`config.mk`:
```
export PLATFORM = sky130hd
export DESIGN_NAME = miriscv_uart_tx
export DESIGN_NICKNAME = d
export VERILOG_FILES = /design/src/rtl/miriscv_uart_pkg.sv /design/src/rtl/miriscv_sync_fifo.sv /design/src/rtl/miriscv_uart_tx.sv
export SDC_FILE = /design/constraint.sdc
export NUM_CORES = 1
export LEC_CHECK = 0
export ABC_AREA = 1
export BUFFER_PORTS_ARGS = -buffer_cell sky130_fd_sc_hd__clkbuf_2
export CORE_ASPECT_RATIO = 0.9
export CORE_MARGIN = 10
export CORE_UTILIZATION = 50
export DETAILED_ROUTE_END_ITERATION = 7
export PLACE_DENSITY = 0.76
export SYNTH_ARGS = -nofsm -noshare
export SYNTH_HDL_FRONTEND = slang
export SYNTH_SLANG_ARGS = --single-unit
```
`constraint.sdc`:
```
create_clock -name clk_i -period 2.4 [get_ports clk_i]
set_input_delay 0.12 -clock clk_i [delete_from_list [all_inputs] [get_ports clk_i]]
set_output_delay 0.12 -clock clk_i [all_outputs]
set_load 0.01 [all_outputs]
```
`src/rtl/miriscv_uart_pkg.sv`:
```
// Shared constants for the miriscv UART transmitter: register map, STATUS bits, FSM states.
package miriscv_uart_pkg;

  localparam int unsigned UART_DEFAULT_DIV = 868;

  localparam logic [1:0] REG_TXDATA  = 2'd0;
  localparam logic [1:0] REG_STATUS  = 2'd1;
  localparam logic [1:0] REG_BAUDDIV = 2'd2;
  localparam logic [1:0] REG_RSVD    = 2'd3;

  localparam int unsigned ST_FULL  = 0;
  localparam int unsigned ST_EMPTY = 1;
  localparam int unsigned ST_BUSY  = 2;
  localparam int unsigned ST_OVF   = 3;

  typedef enum logic [1:0] {
    S_IDLE  = 2'd0,
    S_START = 2'd1,
    S_DATA  = 2'd2,
    S_STOP  = 2'd3
  } tx_state_e;

endpackage

```
`src/rtl/miriscv_sync_fifo.sv`:
```
// Single-clock FIFO; a push into a full FIFO is accepted when a pop happens in the same cycle.
module miriscv_sync_fifo #(
  parameter int unsigned WIDTH = 8,
  parameter int unsigned DEPTH = 4
) (
  input  logic             clk_i,
  input  logic             rst_i,
  input  logic             push_i,
  input  logic [WIDTH-1:0] wdata_i,
  input  logic             pop_i,
  output logic [WIDTH-1:0] rdata_o,
  output logic             full_o,
  output logic             empty_o
);

  localparam int unsigned PTR_W = (DEPTH > 1) ? $clog2(DEPTH) : 1;
  localparam int unsigned CNT_W = $clog2(DEPTH) + 1;

  logic [WIDTH-1:0] mem_q [DEPTH];
  logic [PTR_W-1:0] wr_ptr_q, rd_ptr_q;
  logic [CNT_W-1:0] cnt_q, cnt_d;
  logic             full_q, empty_q;
  logic             do_push, do_pop;

  assign do_pop  = pop_i && !empty_q;
  assign do_push = push_i && (!full_q || do_pop);
  assign cnt_d   = cnt_q + CNT_W'(do_push) - CNT_W'(do_pop);

  assign rdata_o = mem_q[rd_ptr_q];
  assign full_o  = full_q;
  assign empty_o = empty_q;

  // Pointers wrap naturally because DEPTH is a power of two.
  always_ff @(posedge clk_i) begin
    if (rst_i) begin
      wr_ptr_q <= '0;
      rd_ptr_q <= '0;
      cnt_q    <= '0;
      full_q   <= 1'b0;
      empty_q  <= 1'b1;
    end else begin
      if (do_push) wr_ptr_q <= wr_ptr_q + PTR_W'(1);
      if (do_pop)  rd_ptr_q <= rd_ptr_q + PTR_W'(1);
      cnt_q   <= cnt_d;
      full_q  <= (cnt_d == CNT_W'(DEPTH));
      empty_q <= (cnt_d == '0);
    end
  end

  always_ff @(posedge clk_i) begin
    if (do_push) mem_q[wr_ptr_q] <= wdata_i;
  end

endmodule

```
`src/rtl/miriscv_uart_tx.sv`:
```
// Memory-mapped 8N1 UART transmitter: register decode, read pipeline, TX FIFO, baud counter and FSM.
module miriscv_uart_tx
  import miriscv_uart_pkg::*;
#(
  parameter int unsigned FIFO_DEPTH  = 4,
  parameter int unsigned DIV_W       = 16,
  parameter int unsigned DEFAULT_DIV = UART_DEFAULT_DIV
) (
  input  logic        clk_i,
  input  logic        rst_i,
  input  logic        req_i,
  input  logic        we_i,
  input  logic [3:0]  be_i,
  input  logic [31:0] addr_i,
  input  logic [31:0] wdata_i,
  output logic        rvalid_o,
  output logic [31:0] rdata_o,
  output logic        tx_o
);

  logic [DIV_W-1:0] bauddiv_q, bauddiv_d;
  logic [DIV_W-1:0] div_q, div_d, baud_cnt_q, baud_cnt_d, div_eff;
  logic             ovf_q, ovf_d, ovf_clr, ovf_set;
  logic             rvalid_q;
  logic [31:0]      rdata_q, rdata_d;
  tx_state_e        state_q, state_d;
  logic [7:0]       shift_q, shift_d;
  logic [2:0]       bit_cnt_q, bit_cnt_d;
  logic             tx_q, tx_d;
  logic             fifo_push, fifo_pop, fifo_full, fifo_empty;
  logic [7:0]       fifo_rdata;
  logic [1:0]       reg_sel;
  logic             wr_en, rd_en, busy, period_end, load;
  logic             unused_ok;

  assign reg_sel    = addr_i[3:2];
  assign wr_en      = req_i && we_i;
  assign rd_en      = req_i && !we_i;
  assign fifo_push  = wr_en && (reg_sel == REG_TXDATA) && be_i[0];
  assign ovf_clr    = wr_en && (reg_sel == REG_STATUS) && be_i[0] && wdata_i[3];
  assign ovf_set    = fifo_push && fifo_full && !fifo_pop;
  assign busy       = (state_q != S_IDLE);
  assign div_eff    = (bauddiv_q == '0) ? DIV_W'(1) : bauddiv_q;
  assign period_end = (baud_cnt_q == '0);
  assign unused_ok  = ^{addr_i[31:4], addr_i[1:0], wdata_i, be_i};

  miriscv_sync_fifo #(
    .WIDTH (8),
    .DEPTH (FIFO_DEPTH)
  ) u_fifo (
    .clk_i   (clk_i),
    .rst_i   (rst_i),
    .push_i  (fifo_push),
    .wdata_i (wdata_i[7:0]),
    .pop_i   (fifo_pop),
    .rdata_o (fifo_rdata),
    .full_o  (fifo_full),
    .empty_o (fifo_empty)
  );

  // Register writes and read-data mux.
  always_comb begin
    bauddiv_d = bauddiv_q;
    ovf_d     = (ovf_q && !ovf_clr) || ovf_set;
    rdata_d   = '0;
    if (wr_en && (reg_sel == REG_BAUDDIV)) begin
      for (int unsigned i = 0; i < DIV_W; i++) begin
        if (be_i[i/8]) bauddiv_d[i] = wdata_i[i];
      end
    end
    if (rd_en) begin
      case (reg_sel)
        REG_STATUS: begin
          rdata_d[ST_FULL]  = fifo_full;
          rdata_d[ST_EMPTY] = fifo_empty;
          rdata_d[ST_BUSY]  = busy;
          rdata_d[ST_OVF]   = ovf_q;
        end
        REG_BAUDDIV: rdata_d = 32'(bauddiv_q);
        default:     rdata_d = '0;
      endcase
    end
  end

  // Serialiser next-state; a frame's divider is latched when its byte is popped.
  always_comb begin
    state_d    = state_q;
    div_d      = div_q;
    baud_cnt_d = baud_cnt_q;
    shift_d    = shift_q;
    bit_cnt_d  = bit_cnt_q;
    fifo_pop   = 1'b0;
    load       = 1'b0;
    tx_d       = 1'b1;
    if (state_q != S_IDLE) begin
      baud_cnt_d = period_end ? (div_q - DIV_W'(1)) : (baud_cnt_q - DIV_W'(1));
    end
    case (state_q)
      S_IDLE:  load = !fifo_empty;
      S_START: if (period_end) state_d = S_DATA;
      S_DATA: begin
        if (period_end) begin
          bit_cnt_d = bit_cnt_q + 3'd1;
          shift_d   = shift_q >> 1;
          if (bit_cnt_q == 3'd7) state_d = S_STOP;
        end
      end
      S_STOP: begin
        if (period_end) begin
          if (fifo_empty) state_d = S_IDLE;
          else            load    = 1'b1;
        end
      end
      default: state_d = S_IDLE;
    endcase
    if (load) begin
      fifo_pop   = 1'b1;
      shift_d    = fifo_rdata;
      div_d      = div_eff;
      baud_cnt_d = div_eff - DIV_W'(1);
      bit_cnt_d  = '0;
      state_d    = S_START;
    end
    case (state_d)
      S_START: tx_d = 1'b0;
      S_DATA:  tx_d = shift_d[0];
      default: tx_d = 1'b1;
    endcase
  end

  always_ff @(posedge clk_i) begin
    if (rst_i) begin
      bauddiv_q  <= DIV_W'(DEFAULT_DIV);
      ovf_q      <= 1'b0;
      rvalid_q   <= 1'b0;
      rdata_q    <= '0;
      state_q    <= S_IDLE;
      div_q      <= DIV_W'(1);
      baud_cnt_q <= '0;
      shift_q    <= '0;
      bit_cnt_q  <= '0;
      tx_q       <= 1'b1;
    end else begin
      bauddiv_q  <= bauddiv_d;
      ovf_q      <= ovf_d;
      rvalid_q   <= rd_en;
      rdata_q    <= rdata_d;
      state_q    <= state_d;
      div_q      <= div_d;
      baud_cnt_q <= baud_cnt_d;
      shift_q    <= shift_d;
      bit_cnt_q  <= bit_cnt_d;
      tx_q       <= tx_d;
    end
  end

  assign rvalid_o = rvalid_q;
  assign rdata_o  = rdata_q;
  assign tx_o     = tx_q;

endmodule

```
* Yosys cells after proc, flatten, opt, wreduce, memory -nomap -nowiden
Memory sizes are Yosys's and may differ from the RTL's. A register that Yosys moved wholly into a read port is not among the register bits.
Index checks and enable logic that the tools add are counted.
** Operators by class
- Add/sub/neg operators :: 8
- Eq/ne operators :: 9
- Mux-type cells :: 24
- Bitwise gates (word level) :: 2
- Reduce and logical (&&, ||, !) cells :: 36
** Operators with widths (number)
- 16-bit 2-to-1 mux :: 4
- 16-bit by 1-bit subtractor with 16-bit output, second input constant :: 3
- 16-bit zero test :: 2
- 8-bit 2-to-1 mux :: 3
- 2-bit 2-to-1 mux :: 8
- 1-bit logical AND :: 13
- 2-bit == test, second input constant :: 4
- 4-bit one-hot mux with 2 select lines :: 1
- 2-bit AND reduction :: 4
- 2-bit nonzero test :: 4
- 2-bit by 1-bit == test with 1-bit output, second input constant :: 3
- 3-bit == test, second input constant :: 2
- 2-bit one-hot mux with 3 select lines :: 1
- 1-bit zero test :: 5
- 1-bit 2-to-1 mux :: 5
- 2-bit by 1-bit adder with 2-bit output, second input constant :: 2
- 2-bit zero test :: 2
- 1-bit one-hot mux with 2 select lines :: 2
- 2-bit OR reduction :: 2
- 3-bit by 1-bit adder with 3-bit output :: 1
- 3-bit by 1-bit adder with 3-bit output, second input constant :: 1
- 3-bit zero test :: 1
- 3-bit OR reduction :: 1
- 3-bit by 1-bit subtractor with 3-bit output :: 1
- 2 further kinds :: 4
** Word-level totals
- Flip-flop bits (word level) :: 105
- Memory bits (writable) :: 32
- Input bits :: 72
- Output and inout bits :: 34
- Word-level logic and storage cells :: 98
- Memories kept :: 1
** Memory list
- u_fifo.mem_q :: depth 4, bits a word 8, rd ports 1, clocked after Yosys merged registers in 1, wr ports 1, RTL line miriscv_sync_fifo.sv:19 : logic [WIDTH-1:0] mem_q [DEPTH];

* Logic depth before layout (Yosys ltp)
- Depth after elaboration :: 10
- Depth in mapped cells :: 20
- Mapped depth without buffers :: 20

* Cells and area by module
A second synthesis with hierarchy kept.
** Second synthesis, totals
- Cell total of the unflattened synthesis :: 696
- Area, all modules :: 5666.7 µm²
** By module, submodules not included
- miriscv_uart_tx :: instances 1, cells each 544, area each 3913.8 µm², seq. area each 1601.5 µm²
- miriscv_sync_fifo :: instances 1, cells each 152, area each 1752.9 µm², seq. area each 1181.1 µm²

* Least setup slack after synthesis
No wires, ideal clock.
- Kind :: flip-flop to flip-flop
- Start :: register state_q[0]
- End :: register u_fifo.full_q (netlist: u_fifo.full_o)
- Library setup time :: 64 ps
- Arrival time :: 2514 ps
- Required time :: 2336 ps
- Slack :: -178 ps
- Stages on the path, launching flop included :: 15
- Buffers on the path :: 1
- Period minus slack after synthesis :: 2578 ps
- Cell sequence :: dfxtp_1 -> inv_1 -> ha_1 -> nor2_2 -> nand2_2 -> inv_1 -> clkbuf_1 -> ha_1 -> inv_1 -> ha_1 -> inv_1 -> fa_1 -> xnor2_1 -> nand2_1 -> nor2_1
** Between the ends
- Word-level cells in the longest chain between the ends :: 9
- Elaborated cells on any way between the ends :: 10
- Those cells by class :: 2 x add/sub; 2 x eq/ne; 2 x mux; 4 x reduce/logical
** Ends and longest elaborated chain
- start: declaration :: RTL line miriscv_uart_tx.sv:26 : tx_state_e state_q, state_d;
- start signal: assignment :: RTL line miriscv_uart_tx.sv:148 : state_q <= state_d;
- 2-bit == test or 2-bit zero test (tied branches) :: RTL line miriscv_uart_tx.sv:98 : case (state_q)
- 1-bit one-hot mux with 2 select lines (*) :: RTL line miriscv_uart_tx.sv:98
- 1-bit 2-to-1 mux (*) :: RTL line miriscv_uart_tx.sv:116 : if (load) begin
- 1-bit logical AND (*) :: RTL line miriscv_sync_fifo.sv:25 : assign do_pop = pop_i && !empty_q;
- via u_fifo.do_pop :: RTL line miriscv_sync_fifo.sv:23 : logic do_push, do_pop;
- 1-bit logical OR :: RTL line miriscv_sync_fifo.sv:26 : assign do_push = push_i && (!full_q || do_pop);
- 1-bit logical AND :: RTL line miriscv_sync_fifo.sv:26
- 3-bit by 1-bit adder with 3-bit output :: RTL line miriscv_sync_fifo.sv:27 : assign cnt_d = cnt_q + CNT_W'(do_push) - CNT_W'(do_pop);
- 3-bit by 1-bit subtractor with 3-bit output (*) :: RTL line miriscv_sync_fifo.sv:27
- 3-bit == test (*) :: RTL line miriscv_sync_fifo.sv:45 : full_q <= (cnt_d == CNT_W'(DEPTH));
- end signal: assignment :: RTL line miriscv_sync_fifo.sv:45
- end: declaration :: RTL line miriscv_sync_fifo.sv:22 : logic full_q, empty_q;
Mark *: on every way through the listed nets, which the timed path passes. The rest lies on a longest branch.
A chain may end at the register's enable or synchronous reset.

* Final worst setup path
- Start :: register baud_cnt_q[2]
- End :: register u_fifo.empty_q (netlist: u_fifo.empty_o)
** Between the ends
- Word-level cells in the longest chain between the ends :: 10
** Ends and longest elaborated chain
- start: declaration :: RTL line miriscv_uart_tx.sv:22 : logic [DIV_W-1:0] div_q, div_d, baud_cnt_q, baud_cnt_d, div_eff;
- start signal: assignment :: RTL line miriscv_uart_tx.sv:150 : baud_cnt_q <= baud_cnt_d;
- 16-bit zero test :: RTL line miriscv_uart_tx.sv:44 : assign period_end = (baud_cnt_q == '0);
- 1-bit 2-to-1 mux :: RTL line miriscv_uart_tx.sv:109 : if (period_end) begin
- 1-bit one-hot mux with 2 select lines :: RTL line miriscv_uart_tx.sv:98
- 1-bit 2-to-1 mux :: RTL line miriscv_uart_tx.sv:116
- 1-bit logical AND :: RTL line miriscv_sync_fifo.sv:25
- 1-bit logical OR :: RTL line miriscv_sync_fifo.sv:26
- 1-bit logical AND :: RTL line miriscv_sync_fifo.sv:26
- via u_fifo.do_push :: RTL line miriscv_sync_fifo.sv:23
- 3-bit by 1-bit adder with 3-bit output :: RTL line miriscv_sync_fifo.sv:27
- 3-bit by 1-bit subtractor with 3-bit output :: RTL line miriscv_sync_fifo.sv:27
- 3-bit zero test :: RTL line miriscv_sync_fifo.sv:46 : empty_q <= (cnt_d == '0);
- end signal: assignment :: RTL line miriscv_sync_fifo.sv:46
- end: declaration :: RTL line miriscv_sync_fifo.sv:22
The timed path passes the listed nets, and every way through them passes these cells.

==> flow_summary.json <==
{
  "slowest_stage": "fa_2",
  "dp.cells": 854,
  "drive_gt1_share_pct": 20.8,
  "finalHoldViolations": 0,
  "yosys.area_share.simple_pct": 19.6,
  "numCtsBuffers": 17,
  "num_rows": 36,
  "final_area_sq_um": 6920,
  "final_cells": 911,
  "ios": 106,
  "htreeDepth": 4,
  "cp_max_fo": 6,
  "ff2ff_setup_slack_ns": 0.04,
  "vdd_ir_drop_max_mv": 0.815,
  "syn_inst": 675,
  "cts_root_buf": "clkbuf_16",
  "cts.clk_slew.worst_paths_ns": 0.05,
  "die_w_um": 131,
  "yosys.area.top_type": "dfxtp_1",
  "synthAdderAreaFrac_pct": 4.22,
  "seq_area_frac_synth_pct": 50.5,
  "max_stage_delay_ns": 0.54,
  "dp.final_hpwl_um": 9620,
  "whs_endpoint": "bauddiv_q[14]$_SDFFE_PP0P_",
  "fp.dieH_um": 120,
  "vias": 4865,
  "cp.required_ns": 2.75,
  "synth.distinct_cells": 33,
  "crit_top_cell": "nand2_1",
  "crit_arrival_ns": 2.70,
  "syn_area_per_cell_sq_um": 8.16,
  "fin_crit_ns": 2.36,
  "power_density_nw_per_um2": 1190,
  "wl_per_cell_um": 16.0,
  "ant_nets": 0,
  "antenna-diode-count": 0,
  "fin_ws_ns": 0.0428,
  "synth_area_sq_um": 5510,
  "gp_congestion": 0.870,
  "dieArea_sq_um": 15600,
  "dpl-instance-area_sq_um": 5940,
  "cts_tree": "yes",
  "first_global_vias": 4738,
  "timing.final.max_slew_violations": 0,
  "drt_pass1_iterations": 7,
  "r2r_start": "baud_cnt_q[2]$_SDFFE_PP0P_",
  "r2r_cells": 13,
  "antenna_found_initial": 0,
  "syn2layout_area_growth_pct": 25.7,
  "grt_util_all_layers_pct": 18.7,
  "endpoint_kind": "flip-flop",
  "async_reset_ff_share_pct": 0,
  "synth_warnings": 0,
  "ys_ff_latch": 123,
  "vias_per_cell": 5.34,
  "rsz0062_at_grt": "yes",
  "grt-ovfl-total": 0,
  "core_sq_um": 10800,
  "worst_r2r_endpoint": "u_fifo.empty_o$_SDFF_PP1_",
  "synth-edff-count": 32,
  "holdCritStartpoint": "wdata_i[14]",
  "synthMuxAreaShare_pct": 0,
  "synthXorXnorAreaFrac_pct": 0.636,
  "clock_latency_ns": 0.41,
  "io_buffer_count": 41,
  "holdWs_ns": 0.00830,
  "drt_iter0_markers": 495,
  "synth-compound-area-share_pct": 14.9,
  "start_util_pct": 51.0,
  "status": "finished, final reports clean",
  "pre_cts_slack_ns": -0.160,
  "hold_depth": 3,
  "setup_viol": 0,
  "crit_type": "flip-flop to flip-flop",
  "nNetsFinal": 855,
  "max_freq_mhz": 424,
  "path_cells": "nor2_1 -> nand2_1 -> nor2_2 -> nand3_1 -> nand2_2 -> nand2_4 -> buf_4 -> a21oi_4 -> ha_4 -> inv_2 -> fa_2 -> nand2_1 -> o21ai_1",
  "drc_errors": 0,
  "synth_ff_type": "dfxtp_1",
  "worstSetupStartpointType": "flip-flop",
  "cts_max_path_buffers": 2,
  "min_path_type": "input pin to flip-flop",
  "skew_ns": 0.00871,
  "grt_pass1_wl_um": 23300,
  "min_period_over_period_pct": 98.2,
  "total_leakage_power_nw": 3.00,
  "drv_cap": 0,
  "routed_wl_um": 14600,
  "grt_max_degree": 31,
  "synth_area_leaders": "dfxtp_1 33%, edfxtp_1 17%, nand2_1 7.5%",
  "synth_top_area_share_pct": 33.1,
  "clock-sinks": 123,
  "synth_top_family_by_area": "simple AND/OR/NAND/NOR gates",
  "total_power_mw": 8.22
}
[worst max path at each step]
stage | startpoint | end | slack [ns] | cells past startpoint
6_report | baud_cnt_q[2]$_SDFFE_PP0P_ | u_fifo.empty_o$_SDFF_PP1_ | 0.04 | 13
5_1_grt | baud_cnt_q[3]$_SDFFE_PP0P_ | baud_cnt_q[15]$_SDFFE_PP0P_ | -0.11 | 17
4_1_cts | baud_cnt_q[10]$_SDFFE_PP0P_ | u_fifo.full_o$_SDFF_PP0_ | -0.01 | 15
3_5_place_dp | state_q[0]$_SDFF_PP0_ | u_fifo.full_o$_SDFF_PP0_ | -0.16 | 13
3_3_place_gp | state_q[0]$_SDFF_PP0_ | baud_cnt_q[10]$_SDFFE_PP0P_ | -0.03 | 18
2_1_floorplan | state_q[0]$_SDFF_PP0_ | u_fifo.full_o$_SDFF_PP0_ | 0.005 | 14
[power by group]
group	internal [mW]	switching, mW
registers	2.40	0.168
clock network	1.60	0.867
logic	1.21	1.97
[repair_timing]
item / in CTS / in global routing
pin swaps: 3 / 20
resized for setup: 6 / 46
setup buffers: 3 / 5
cloned: 0 / 0
endpoints found under the hold margin: 41 / 0
setup endpoints to repair: 8 / 16
hold buffers: 17 / 0
[cell usage after synthesis, types with 5 or more instances]
| library cell | count |
|---|---|
| buf_2 | 5 |
| a31oi_1 | 8 |
| ha_1 | 17 |
| dfxtp_1 | 91 |
| edfxtp_1 | 32 |
| o22ai_1 | 21 |
| nor2_2 | 5 |
| buf_4 | 16 |
| o21bai_1 | 13 |
| nand3_1 | 38 |
| inv_1 | 82 |
| nor2_1 | 84 |
| nand2_1 | 110 |
| o21ai_0 | 64 |
| a21oi_1 | 36 |
| clkbuf_1 | 17 |
| nand4_1 | 5 |
[kinds of logic (layout without fill, tap and decap cells)]
kind of cell               Yosys count  after routing
other                                1             16
AOI/OAI and AO/OA                  148            148
xor gates and xnor gates             4              4
and+or+nand+nor                    255            255
buffers and inverters              126            214
adders and majority gates           18             18
DFF                                123            123
[placed cells by master, fill, tap and decap left out, types with 2 or more instances in the layout]
cell type      count
nand2_1          103
nand2_4            2
a21oi_1           35
o21ai_1            4
nand4_1            5
nand2_2           10
buf_4             37
nor2_4             8
dlygate4sd3_1     17
ha_4               4
clkbuf_16         17
ha_1              13
inv_4              2
nand3_1           35
nor2_2            11
xnor2_1            3
clkbuf_2          41
conb_1            16
a211oi_1           2
dfxtp_1           86
bufinv_16          2
o21ai_0           62
nor4_1             3
nand3_2            2
dfxtp_2            4
inv_1             77
o22ai_1           21
nor2_1            73
clkbuf_1           4
inv_2              6
clkinv_2           5
o21bai_1          13
a31oi_1            8
clkbuf_8           3
edfxtp_1          32
[area by class of cell]
type | instances | area, sq um
Inverter | 86 | 328
Timing Repair Buffer | 96 | 664
Multi-Input combinational cell | 441 | 2400
Tap cell | 133 | 166
Sequential cell | 123 | 2790
Fill cell | 833 | 3890
Clock buffer | 24 | 482
Clock inverter | 8 | 93.8
[metrics by stage]
step	utilization, %	TNS [ns]
2_1_floorplan	-	0
3_3_place_gp	54.9	-0.0421
3_5_place_dp	54.9	-0.587
4_1_cts	62.2	-0.00995
5_1_grt	64.0	-1.01
6_report	64.0	0
[worst max-delay path: cells and delay by family, from the launching register on]
kind	cells	cell delay [ns]
flops	1	0.32
simple gates	7	0.78
fa+ha+maj	2	0.69
buf+inv	2	0.20
compound gates	2	0.29
[per-layer routing]
| metal | up-vias | global-route usage, % | wire length, um |
|---|---|---|---|
| li1 | 2377 | - | - |
| met1 | 2243 | 23.4 | 6050 |
| met2 | 217 | 29.5 | 6980 |
| met3 | 28 | 5.81 | 1280 |
| met4 | 0 | 7.01 | 303 |
| met5 | - | 0 | 0 |
[flip-flops by register name, indices dropped and copies added (netlist names), named ones only]
register,cells
rvalid_o,1
tx_o,1
ovf_q,1
shift_q,8
u_fifo.rd_ptr_q,2
u_fifo.full_o,1
u_fifo.cnt_q,3
u_fifo.wr_ptr_q,2
div_q,16
bauddiv_q,16
rdata_o,16
baud_cnt_q,16
u_fifo.mem_q,32
u_fifo.empty_o,1
state_q,2
bit_cnt_q,3
No activity file was read; power rests on OpenSTA's default activity.
